## src/rtl/idex_stage_if.sv

```systemverilog
// ID/EX stage bundle: decode-side inputs, EX-side outputs,
// and the valid/ready/flush handshake between them.
interface idex_stage_if #(
    parameter int XLEN    = 32,
    parameter int RADDR_W = 5
);
    logic               in_valid_i;
    logic               in_ready_o;
    logic               out_valid_o;
    logic               out_ready_i;
    logic               flush_i;
    logic [XLEN-1:0]    rs1_data_i;
    logic [XLEN-1:0]    rs2_data_i;
    logic [XLEN-1:0]    imm_i;
    logic [RADDR_W-1:0] rs1_addr_i;
    logic [RADDR_W-1:0] rs2_addr_i;
    logic [RADDR_W-1:0] rd_addr_i;
    logic [6:0]         opcode_i;
    logic [2:0]         funct3_i;
    logic [6:0]         funct7_i;
    logic [1:0]         alu_op_i;
    logic               alu_src_i;
    logic [1:0]         mem_i;
    logic               wb_i;
    logic [XLEN-1:0]    val1_o;
    logic [XLEN-1:0]    val2_o;
    logic [XLEN-1:0]    imm_o;
    logic [RADDR_W-1:0] rs1_addr_o;
    logic [RADDR_W-1:0] rs2_addr_o;
    logic [RADDR_W-1:0] rd_addr_o;
    logic [3:0]         alu_ctrl_o;
    logic               alu_src_o;
    logic [1:0]         mem_o;
    logic               wb_o;
    logic               illegal_o;

    modport slave (
        input  in_valid_i, out_ready_i, flush_i,
        input  rs1_data_i, rs2_data_i, imm_i,
        input  rs1_addr_i, rs2_addr_i, rd_addr_i,
        input  opcode_i, funct3_i, funct7_i,
        input  alu_op_i, alu_src_i, mem_i, wb_i,
        output in_ready_o, out_valid_o,
        output val1_o, val2_o, imm_o,
        output rs1_addr_o, rs2_addr_o, rd_addr_o,
        output alu_ctrl_o, alu_src_o, mem_o, wb_o,
        output illegal_o
    );

    modport master (
        output in_valid_i, out_ready_i, flush_i,
        output rs1_data_i, rs2_data_i, imm_i,
        output rs1_addr_i, rs2_addr_i, rd_addr_i,
        output opcode_i, funct3_i, funct7_i,
        output alu_op_i, alu_src_i, mem_i, wb_i,
        input  in_ready_o, out_valid_o,
        input  val1_o, val2_o, imm_o,
        input  rs1_addr_o, rs2_addr_o, rd_addr_o,
        input  alu_ctrl_o, alu_src_o, mem_o, wb_o,
        input  illegal_o
    );
endinterface

```

## src/rtl/idex_stage.sv

```systemverilog
// ID/EX pipeline register with valid/ready stall, flush bubble
// and registered RV32I(+MUL) ALU control decode.
module idex_stage #(
    parameter int XLEN    = 32,
    parameter int RADDR_W = 5,
    parameter bit MUL_EN  = 1'b1
) (
    input logic          clk_i,
    input logic          rst_i,
    idex_stage_if.slave  bus
);
    localparam logic [3:0] ALU_AND   = 4'b0000;
    localparam logic [3:0] ALU_OR    = 4'b0001;
    localparam logic [3:0] ALU_ADD   = 4'b0010;
    localparam logic [3:0] ALU_XOR   = 4'b0011;
    localparam logic [3:0] ALU_SLL   = 4'b0100;
    localparam logic [3:0] ALU_SRL   = 4'b0101;
    localparam logic [3:0] ALU_SUB   = 4'b0110;
    localparam logic [3:0] ALU_SRA   = 4'b0111;
    localparam logic [3:0] ALU_SLT   = 4'b1000;
    localparam logic [3:0] ALU_SLTU  = 4'b1001;
    localparam logic [3:0] ALU_PASSB = 4'b1010;
    localparam logic [3:0] ALU_MUL   = 4'b1111;

    localparam logic [6:0] OP_IMM = 7'b0010011;
    localparam logic [6:0] F7_STD = 7'b0000000;
    localparam logic [6:0] F7_ALT = 7'b0100000;

    typedef struct packed {
        logic               valid;
        logic [XLEN-1:0]    val1;
        logic [XLEN-1:0]    val2;
        logic [XLEN-1:0]    imm;
        logic [RADDR_W-1:0] rs1;
        logic [RADDR_W-1:0] rs2;
        logic [RADDR_W-1:0] rd;
        logic [3:0]         ctrl;
        logic               src;
        logic [1:0]         mem;
        logic               wb;
        logic               ill;
    } idex_t;

    idex_t      ex_q, ex_d;
    logic [3:0] dec_ctrl;
    logic       dec_ill;
    logic       is_imm;
    logic       shamt_ok;
    logic       load;

    assign is_imm   = (bus.opcode_i == OP_IMM);
    assign shamt_ok = (bus.funct7_i == F7_STD) ||
                      (bus.funct7_i == F7_ALT);

    always_comb begin
        dec_ctrl = ALU_ADD;
        dec_ill  = 1'b0;
        unique case (1'b1)
            (bus.alu_op_i == 2'b00): dec_ctrl = ALU_ADD;
            (bus.alu_op_i == 2'b01): dec_ctrl = ALU_SUB;
            (bus.alu_op_i == 2'b11): dec_ctrl = ALU_PASSB;
            (bus.alu_op_i == 2'b10 && is_imm): begin
                case (bus.funct3_i)
                    3'b000: dec_ctrl = ALU_ADD;
                    3'b001: begin
                        dec_ctrl = shamt_ok ? ALU_SLL : ALU_ADD;
                        dec_ill  = !shamt_ok;
                    end
                    3'b010: dec_ctrl = ALU_SLT;
                    3'b011: dec_ctrl = ALU_SLTU;
                    3'b100: dec_ctrl = ALU_XOR;
                    3'b101: begin
                        dec_ctrl = !shamt_ok       ? ALU_ADD :
                                   bus.funct7_i[5] ? ALU_SRA : ALU_SRL;
                        dec_ill  = !shamt_ok;
                    end
                    3'b110: dec_ctrl = ALU_OR;
                    default: dec_ctrl = ALU_AND;
                endcase
            end
            (bus.alu_op_i == 2'b10 && !is_imm): begin
                case ({bus.funct7_i, bus.funct3_i})
                    {F7_STD, 3'b000}: dec_ctrl = ALU_ADD;
                    {F7_ALT, 3'b000}: dec_ctrl = ALU_SUB;
                    {F7_STD, 3'b001}: dec_ctrl = ALU_SLL;
                    {F7_STD, 3'b010}: dec_ctrl = ALU_SLT;
                    {F7_STD, 3'b011}: dec_ctrl = ALU_SLTU;
                    {F7_STD, 3'b100}: dec_ctrl = ALU_XOR;
                    {F7_STD, 3'b101}: dec_ctrl = ALU_SRL;
                    {F7_ALT, 3'b101}: dec_ctrl = ALU_SRA;
                    {F7_STD, 3'b110}: dec_ctrl = ALU_OR;
                    {F7_STD, 3'b111}: dec_ctrl = ALU_AND;
                    {7'b0000001, 3'b000}: begin
                        dec_ctrl = MUL_EN ? ALU_MUL : ALU_ADD;
                        dec_ill  = !MUL_EN;
                    end
                    default: dec_ill = 1'b1;
                endcase
            end
        endcase
    end

    assign load = !ex_q.valid || bus.out_ready_i;

    // Flush wins over load; bubbles clear controls but keep data.
    always_comb begin
        ex_d = ex_q;
        if (bus.flush_i) begin
            ex_d.valid = 1'b0;
            ex_d.mem   = 2'b00;
            ex_d.wb    = 1'b0;
            ex_d.ill   = 1'b0;
        end else if (load && bus.in_valid_i) begin
            ex_d.valid = 1'b1;
            ex_d.val1  = bus.rs1_data_i;
            ex_d.val2  = bus.rs2_data_i;
            ex_d.imm   = bus.imm_i;
            ex_d.rs1   = bus.rs1_addr_i;
            ex_d.rs2   = bus.rs2_addr_i;
            ex_d.rd    = bus.rd_addr_i;
            ex_d.ctrl  = dec_ctrl;
            ex_d.src   = bus.alu_src_i;
            ex_d.mem   = bus.mem_i;
            ex_d.wb    = bus.wb_i && !dec_ill;
            ex_d.ill   = dec_ill;
        end else if (load) begin
            ex_d.valid = 1'b0;
            ex_d.mem   = 2'b00;
            ex_d.wb    = 1'b0;
            ex_d.ill   = 1'b0;
        end
    end

    always_ff @(posedge clk_i) begin
        if (rst_i) ex_q <= '0;
        else       ex_q <= ex_d;
    end

    assign bus.in_ready_o  = load;
    assign bus.out_valid_o = ex_q.valid;
    assign bus.val1_o      = ex_q.val1;
    assign bus.val2_o      = ex_q.val2;
    assign bus.imm_o       = ex_q.imm;
    assign bus.rs1_addr_o  = ex_q.rs1;
    assign bus.rs2_addr_o  = ex_q.rs2;
    assign bus.rd_addr_o   = ex_q.rd;
    assign bus.alu_ctrl_o  = ex_q.ctrl;
    assign bus.alu_src_o   = ex_q.src;
    assign bus.mem_o       = ex_q.mem;
    assign bus.wb_o        = ex_q.wb;
    assign bus.illegal_o   = ex_q.ill;
endmodule
```

## src/flat_wrapper.sv

```systemverilog
// flat-port wrapper written by rule: the top's interface ports become plain ports
module idex_stage_flat 
#(
    parameter int XLEN    = 32,
    parameter int RADDR_W = 5,
    parameter bit MUL_EN  = 1'b1
)
  (clk_i, rst_i, bus_in_valid_i, bus_out_ready_i, bus_flush_i, bus_rs1_data_i, bus_rs2_data_i, bus_imm_i, bus_rs1_addr_i, bus_rs2_addr_i, bus_rd_addr_i, bus_opcode_i, bus_funct3_i, bus_funct7_i, bus_alu_op_i, bus_alu_src_i, bus_mem_i, bus_wb_i, bus_in_ready_o, bus_out_valid_o, bus_val1_o, bus_val2_o, bus_imm_o, bus_rs1_addr_o, bus_rs2_addr_o, bus_rd_addr_o, bus_alu_ctrl_o, bus_alu_src_o, bus_mem_o, bus_wb_o, bus_illegal_o);
  idex_stage_if #(.XLEN(XLEN), .RADDR_W(RADDR_W)) bus_i ();
  input logic clk_i;
  input logic rst_i;
  input wire logic [$bits(bus_i.in_valid_i)-1:0] bus_in_valid_i;
  input wire logic [$bits(bus_i.out_ready_i)-1:0] bus_out_ready_i;
  input wire logic [$bits(bus_i.flush_i)-1:0] bus_flush_i;
  input wire logic [$bits(bus_i.rs1_data_i)-1:0] bus_rs1_data_i;
  input wire logic [$bits(bus_i.rs2_data_i)-1:0] bus_rs2_data_i;
  input wire logic [$bits(bus_i.imm_i)-1:0] bus_imm_i;
  input wire logic [$bits(bus_i.rs1_addr_i)-1:0] bus_rs1_addr_i;
  input wire logic [$bits(bus_i.rs2_addr_i)-1:0] bus_rs2_addr_i;
  input wire logic [$bits(bus_i.rd_addr_i)-1:0] bus_rd_addr_i;
  input wire logic [$bits(bus_i.opcode_i)-1:0] bus_opcode_i;
  input wire logic [$bits(bus_i.funct3_i)-1:0] bus_funct3_i;
  input wire logic [$bits(bus_i.funct7_i)-1:0] bus_funct7_i;
  input wire logic [$bits(bus_i.alu_op_i)-1:0] bus_alu_op_i;
  input wire logic [$bits(bus_i.alu_src_i)-1:0] bus_alu_src_i;
  input wire logic [$bits(bus_i.mem_i)-1:0] bus_mem_i;
  input wire logic [$bits(bus_i.wb_i)-1:0] bus_wb_i;
  output wire logic [$bits(bus_i.in_ready_o)-1:0] bus_in_ready_o;
  output wire logic [$bits(bus_i.out_valid_o)-1:0] bus_out_valid_o;
  output wire logic [$bits(bus_i.val1_o)-1:0] bus_val1_o;
  output wire logic [$bits(bus_i.val2_o)-1:0] bus_val2_o;
  output wire logic [$bits(bus_i.imm_o)-1:0] bus_imm_o;
  output wire logic [$bits(bus_i.rs1_addr_o)-1:0] bus_rs1_addr_o;
  output wire logic [$bits(bus_i.rs2_addr_o)-1:0] bus_rs2_addr_o;
  output wire logic [$bits(bus_i.rd_addr_o)-1:0] bus_rd_addr_o;
  output wire logic [$bits(bus_i.alu_ctrl_o)-1:0] bus_alu_ctrl_o;
  output wire logic [$bits(bus_i.alu_src_o)-1:0] bus_alu_src_o;
  output wire logic [$bits(bus_i.mem_o)-1:0] bus_mem_o;
  output wire logic [$bits(bus_i.wb_o)-1:0] bus_wb_o;
  output wire logic [$bits(bus_i.illegal_o)-1:0] bus_illegal_o;
  assign bus_i.in_valid_i = bus_in_valid_i;
  assign bus_i.out_ready_i = bus_out_ready_i;
  assign bus_i.flush_i = bus_flush_i;
  assign bus_i.rs1_data_i = bus_rs1_data_i;
  assign bus_i.rs2_data_i = bus_rs2_data_i;
  assign bus_i.imm_i = bus_imm_i;
  assign bus_i.rs1_addr_i = bus_rs1_addr_i;
  assign bus_i.rs2_addr_i = bus_rs2_addr_i;
  assign bus_i.rd_addr_i = bus_rd_addr_i;
  assign bus_i.opcode_i = bus_opcode_i;
  assign bus_i.funct3_i = bus_funct3_i;
  assign bus_i.funct7_i = bus_funct7_i;
  assign bus_i.alu_op_i = bus_alu_op_i;
  assign bus_i.alu_src_i = bus_alu_src_i;
  assign bus_i.mem_i = bus_mem_i;
  assign bus_i.wb_i = bus_wb_i;
  assign bus_in_ready_o = bus_i.in_ready_o;
  assign bus_out_valid_o = bus_i.out_valid_o;
  assign bus_val1_o = bus_i.val1_o;
  assign bus_val2_o = bus_i.val2_o;
  assign bus_imm_o = bus_i.imm_o;
  assign bus_rs1_addr_o = bus_i.rs1_addr_o;
  assign bus_rs2_addr_o = bus_i.rs2_addr_o;
  assign bus_rd_addr_o = bus_i.rd_addr_o;
  assign bus_alu_ctrl_o = bus_i.alu_ctrl_o;
  assign bus_alu_src_o = bus_i.alu_src_o;
  assign bus_mem_o = bus_i.mem_o;
  assign bus_wb_o = bus_i.wb_o;
  assign bus_illegal_o = bus_i.illegal_o;
  idex_stage #(.XLEN(XLEN), .RADDR_W(RADDR_W), .MUL_EN(MUL_EN)) u_core (.clk_i(clk_i), .rst_i(rst_i), .bus(bus_i));
endmodule
```

## config.mk

```make
export PLATFORM = sky130hd
export DESIGN_NAME = idex_stage_flat
export DESIGN_NICKNAME = d
export VERILOG_FILES = /design/src/rtl/idex_stage_if.sv /design/src/rtl/idex_stage.sv /design/src/flat_wrapper.sv
export SDC_FILE = /design/constraint.sdc
export NUM_CORES = 1
export LEC_CHECK = 0
export CELL_PAD_IN_SITES_DETAIL_PLACEMENT = 0
export CELL_PAD_IN_SITES_GLOBAL_PLACEMENT = 2
export CORE_ASPECT_RATIO = 1.25
export CORE_MARGIN = 2
export CORE_UTILIZATION = 20
export CTS_BUF_LIST = sky130_fd_sc_hd__clkbuf_4
export CTS_CLUSTER_SIZE = 40
export DETAILED_ROUTE_END_ITERATION = 8
export HOLD_SLACK_MARGIN = 0.02
export PLACE_DENSITY = 0.92
export SETUP_SLACK_MARGIN = 0.5
export SLEW_MARGIN = 20
export SYNTH_ARGS = -nofsm -noshare
export SYNTH_HDL_FRONTEND = slang
export SYNTH_SLANG_ARGS = --single-unit
```

## constraint.sdc

```tcl
create_clock -name clk_i -period 3 [get_ports clk_i]
set_clock_uncertainty 0.1 [all_clocks]
set_input_delay 0.6 -clock clk_i [delete_from_list [all_inputs] [get_ports clk_i]]
set_output_delay 0.6 -clock clk_i [all_outputs]
set_load 0.02 [all_outputs]
```

Word level (Yosys, flattened, before mapping)
Cells that the tools add are included.

word-level totals
  flip-flop bits (word level) = 121
  input bits = 139
  output and inout port bits = 122

operators by class
  eq/ne operators = 21
  multiplexer cells = 13
  bitwise gates (word level) = 1
  reduce and logical (&&, ||, !) cells = 19

operators by type and width
  cell                 number
  $eq 10x3->1 const B  4
  $pmux 4 s10          1
  $pmux 4 s7           1
  $eq 10x2->1 const B  2
  $eq 10x9->1 const B  2
  $pmux 4 s5           1
  $mux 4               3
  $reduce_or 11->1     1
  $eq 10x1->1 const B  1
  $eq 10x4->1 const B  1
  $logic_not 10->1     1
  $eq 3x3->1 const B   3
  $eq 7x5->1 const B   1
  $eq 7x6->1 const B   1
  $logic_not 7->1      1
  $eq 3x2->1 const B   2
  $eq 2x2->1 const B   2
  $logic_and 1x1->1    4
  $logic_not 1->1      4
  $mux 1               4
  $reduce_or 2->1      2
  $eq 3x1->1 const B   1
  $logic_not 3->1      1
  $mux 3               1
  other kinds (8)      9

Logic depth before layout (Yosys ltp)
  depth in word-level cells = 8
  gate-level depth with buffers = 8
  gate-level depth less buffers = 6

Worst setup path before layout
OpenSTA, ideal clock, no wires.

  kind = input to register
  start = in bus_funct7_i[1]
  end = reg u_core.ex_q (netlist bit u_core.bus.alu_ctrl_o[3])
  setup time = 88 ps
  arrival = 2392 ps
  path slack = 420 ps
  stages on the path = 4
  path buffers = 0
  path through = or4_4 -> or4b_4 -> or4_4 -> a311oi_2

on the way
  cells in the longest elaborated chain, start to end = 3
  elaborated cells on any way between the ends = 12
  classes of those cells = eq/ne: 10; mux: 2

ends and longest elaborated chain
  item                                       line                source
  start, declared                            flat_wrapper.sv:23  input wire logic [$bits(bus_i.funct7_i)-1:0] bus_funct7_i;
  $eq 10x4->1, or another cell as far along  idex_stage.sv:82    case ({bus.funct7_i, bus.funct3_i})
  $pmux 4 s10 (*)                            idex_stage.sv:82
  $pmux 4 s5 (*)                             idex_stage.sv:58    unique case (1'b1)
  end signal, assigned                       idex_stage.sv:135   if (rst_i) ex_q <= '0;
  end signal, assigned                       idex_stage.sv:136   else ex_q <= ex_d;
  end, declared                              idex_stage.sv:44    idex_t ex_q, ex_d;

Every way passes the cells marked *; elsewhere a longest branch is shown, timed or not.
A chain may end at the register's enable or synchronous reset.

Worst setup path after layout
  start = in bus_funct7_i[3]
  end = reg u_core.ex_q (netlist bit u_core.bus.alu_ctrl_o[3])

The elaborated chain is that of the path after synthesis.

==> flow_summary_export.csv <==
group,metric,value,unit
place,postPlaceCellArea,7410,um^2
synth,synth_warnings,0,
synth,synth.avg_cell_area,7.80,um^2
clock_network,cts_buffer_depth,2,
power,power.internal,2.54,mW
floorplan,chip_height,171,um
status,run_status,"finished clean",
hold_path,holdCritPathClass,"flop to flop",
setup_path,required_time_at_the_endpoint_of_the_critical_path,3320,ps
synth,synthTopCellsByArea,"dfxtp_1 54%, nand2_1 19%, a21oi_1 13%",
power,seq_power_share,49.0,%
synth,netlist_area,4450,um^2
synth,synth.cells.most_frequent,"229 x nand2_1, 121 x dfxtp_1, 117 x a21oi_1",
synth,netlist.area_leader.share,54.5,%
power,switching_power,959,uW
timing,setup_tns_after_final_layout,0,ps
power,switching_share,27.4,%
finish,design_area,7680,um^2
timing,timing.slew.headroom,61.8,%
synth,synth-edff-count,0,
synth,synth_most_common_cell,"nand2_1",
place,dp_worst_setup_slack,-128,ps
synth,async_flop_share,0,%
finish,nFillCells,2399,
timing,grt_setup_unrepaired,"false",
synth,yosysSeqAreaShare,54.5,%
routing,initialDrtViolationCount,175,
synth,count_of_mapped_cells_out_of_synthesis,570,
place,dp.final_hpwl,11.0,mm
floorplan,rows,61,
power,comb_power_share,18.9,%
timing,finalSetupViolCount,0,
setup_path,crit_arrival,2790,ps
routing,first_pass_iters,4,
timing,post-route-worst-setup-slack,528,ps
floorplan,die_w,137,um
floorplan,initial_core_utilization,20.2,%
synth,number_of_register_bits_inferred_by_synthesis,121,
routing,totalWireLength,15.6,mm
clock_network,holdBufCountCts,0,
setup_path,critPathMaxFanout,3,
job,drv_cap,0,
power,power-per-cell-area,455,nW/um^2
floorplan,die-area,23500,um^2
clock_network,cts_buffers,17,
clock_network,cts.clk_slew.worst_paths,110,ps
timing,fin_crit,2470,ps
finish,combined_area_of_the_multi_input_logic_cells,1870,um^2
routing,routed_via_density,4.16,
clock_network,clk_latency,490,ps
setup_path,cp-end-kind,"flop",
clock_network,tritoncts,"done",
routing,detail_route.drc_violations,0,
synth,synth_area_leader_cell,"dfxtp_1",
finish,nets,959,
synth,syn_nets,709,
global_routing,globalRouteOverflowTotal,0,
routing,routedWlPerCell,14.0,um
finish,layout.area.seq,2420,um^2
floorplan,io_pins,261,
clock_network,clock-root-buffer,"clkbuf_4",
setup_path,timing.setup.critical_path_class,"input port to flop",
clock_network,htree_levels,4,
power,total_leakage_power,2.67,nW
floorplan,placeableCoreArea,22100,um^2
timing,layout_worst_path_cycle_share,82.4,%
finish,layout-drive-gt1-share,6.02,%
timing,worstMarginPinSlew,573,ps
power,max-vdd-ir-drop,0.000262,V
place,port-buffer-count,260,
timing,timing_hold_violations_final,0,
global_routing,grt_use_total,12.8,%
global_routing,grt_max_degree,65,
global_routing,grt_pass1_vias,4353,
timing,final_max_slew_viol_count,0,
finish,flow.area_growth_from_synthesis,72.7,%
clock_network,cts.sinks,121,
routing,antenna_violating_nets_post_route,0,
setup_path,worst_setup_path_start_kind,"input port",
synth,synthFlopType,"dfxtp_1",
power,clockPowerShare,32.0,%
place,place_congestion,0.756,
synth,synth.distinct_cells,43,
timing,max_clock_freq,405,MHz
routing,num_vias,4649,
global_routing,number_of_antenna_violations_at_the_first_check_in_global_routing,4,
global_routing,grt_pass1_wl,23.2,mm
worst max-delay path, stage by stage:
cell and delay (ps):
clkdlybuf4s50_1 430, or4_4 540, or4b_4 560, or4_4 430
a311oi_2 230
registers in the layout, indices dropped and copies added (netlist names):
| signal | flops |
|---|---|
| u_core.bus.alu_ctrl_o | 4 |
| u_core.bus.alu_src_o | 1 |
| u_core.bus.illegal_o | 1 |
| u_core.bus.imm_o | 32 |
| u_core.bus.mem_o | 2 |
| u_core.bus.out_valid_o | 1 |
| u_core.bus.rd_addr_o | 5 |
| u_core.bus.rs1_addr_o | 5 |
| u_core.bus.rs2_addr_o | 5 |
| u_core.bus.val1_o | 32 |
| u_core.bus.val2_o | 32 |
| u_core.bus.wb_o | 1 |
stage by stage:
stage / hold WS (ps) / power (mW) / utilization [%] / instances
floorplan: 435 / 2.02 / - / 570
global placement: 341 / 2.42 / 33.6 / 1084
detailed placement: 345 / 2.42 / 33.6 / 1084
CTS: 359 / 3.58 / 34.8 / 1114
global route: 376 / 3.70 / 34.8 / 1117
finish: 356 / 3.50 / 34.8 / 1117
cell families after synthesis:
kind of cell	Yosys count	synth area share, %
flip-flops	121	54.5
AO/OA/AOI/OAI	137	17.0
AND/OR/NAND/NOR	265	24.4
buffers and inverters	46	3.91
multiplexers	1	0.225
final cells by class:
type,count,share of cell area (%)
Clock inverter,10,1.37
Multi-Input combinational cell,403,24.3
Clock buffer,20,1.96
Inverter,4,0.196
Antenna cell,3,0.0978
Tap cell,283,4.61
Sequential cell,121,31.5
Timing Repair Buffer,273,35.9
routing by layer:
layer	wire (um)	up-vias	GRT usage [%]
li1	-	2372	-
met1	6390	2098	14.2
met2	7560	158	21.5
met3	1340	19	5.13
met4	332	2	5.47
met5	13	-	0
final timing paths:
| kind | startpoint | endpoint | slack [ps] | cells after the start |
|---|---|---|---|---|
| hold / removal | u_core.bus.imm_o[7] | u_core.bus.imm_o[7] | 360 | 2 |
| setup reg to reg | u_core.bus.out_valid_o | u_core.bus.val1_o[15] | 1120 | 7 |
| setup / recovery | bus_funct7_i[3] | u_core.bus.alu_ctrl_o[3] | 530 | 5 |
| hold reg to reg | u_core.bus.imm_o[7] | u_core.bus.imm_o[7] | 360 | 2 |
what timing repair did:
item	CTS	global route
endpoints found under the setup margin	2	0
buffers inserted	0	0
resized for setup	3	0
cell usage in the layout, fill, tap and decap left out, drive strengths merged, types with 2 or more instances in the layout:
| cell type | Yosys | layout |
|---|---|---|
| clkdlybuf4s50 | 0 | 258 |
| nand2 | 229 | 229 |
| dfxtp | 121 | 121 |
| a21oi | 117 | 117 |
| clkbuf | 39 | 20 |
| buf | 3 | 14 |
| nor2 | 9 | 9 |
| clkinv | 1 | 6 |
| nor3 | 4 | 4 |
| diode | 0 | 3 |
| inv | 3 | 3 |
| nand3 | 3 | 3 |
| clkinvlp | 0 | 3 |
| or4 | 3 | 3 |
| nor2b | 3 | 3 |
| nand2b | 2 | 2 |
| o31ai | 2 | 2 |
| a21boi | 2 | 2 |
| nor4 | 2 | 2 |
| a211oi | 2 | 2 |
| bufinv | 0 | 2 |
| nor4b | 2 | 2 |
| a311oi | 2 | 2 |
| or3 | 2 | 2 |
power by group through the flow:
stage               registers (mW)  logic, mW  clock network [mW]
floorplan                     1.84      0.173                   0
global placement              1.75      0.669                   0
detailed placement            1.75      0.669                   0
CTS                           1.72      0.673                1.19
global route                  1.73      0.716                1.26
finish                        1.71      0.662                1.12
Note: power is estimated with default switching activity, not from simulation.
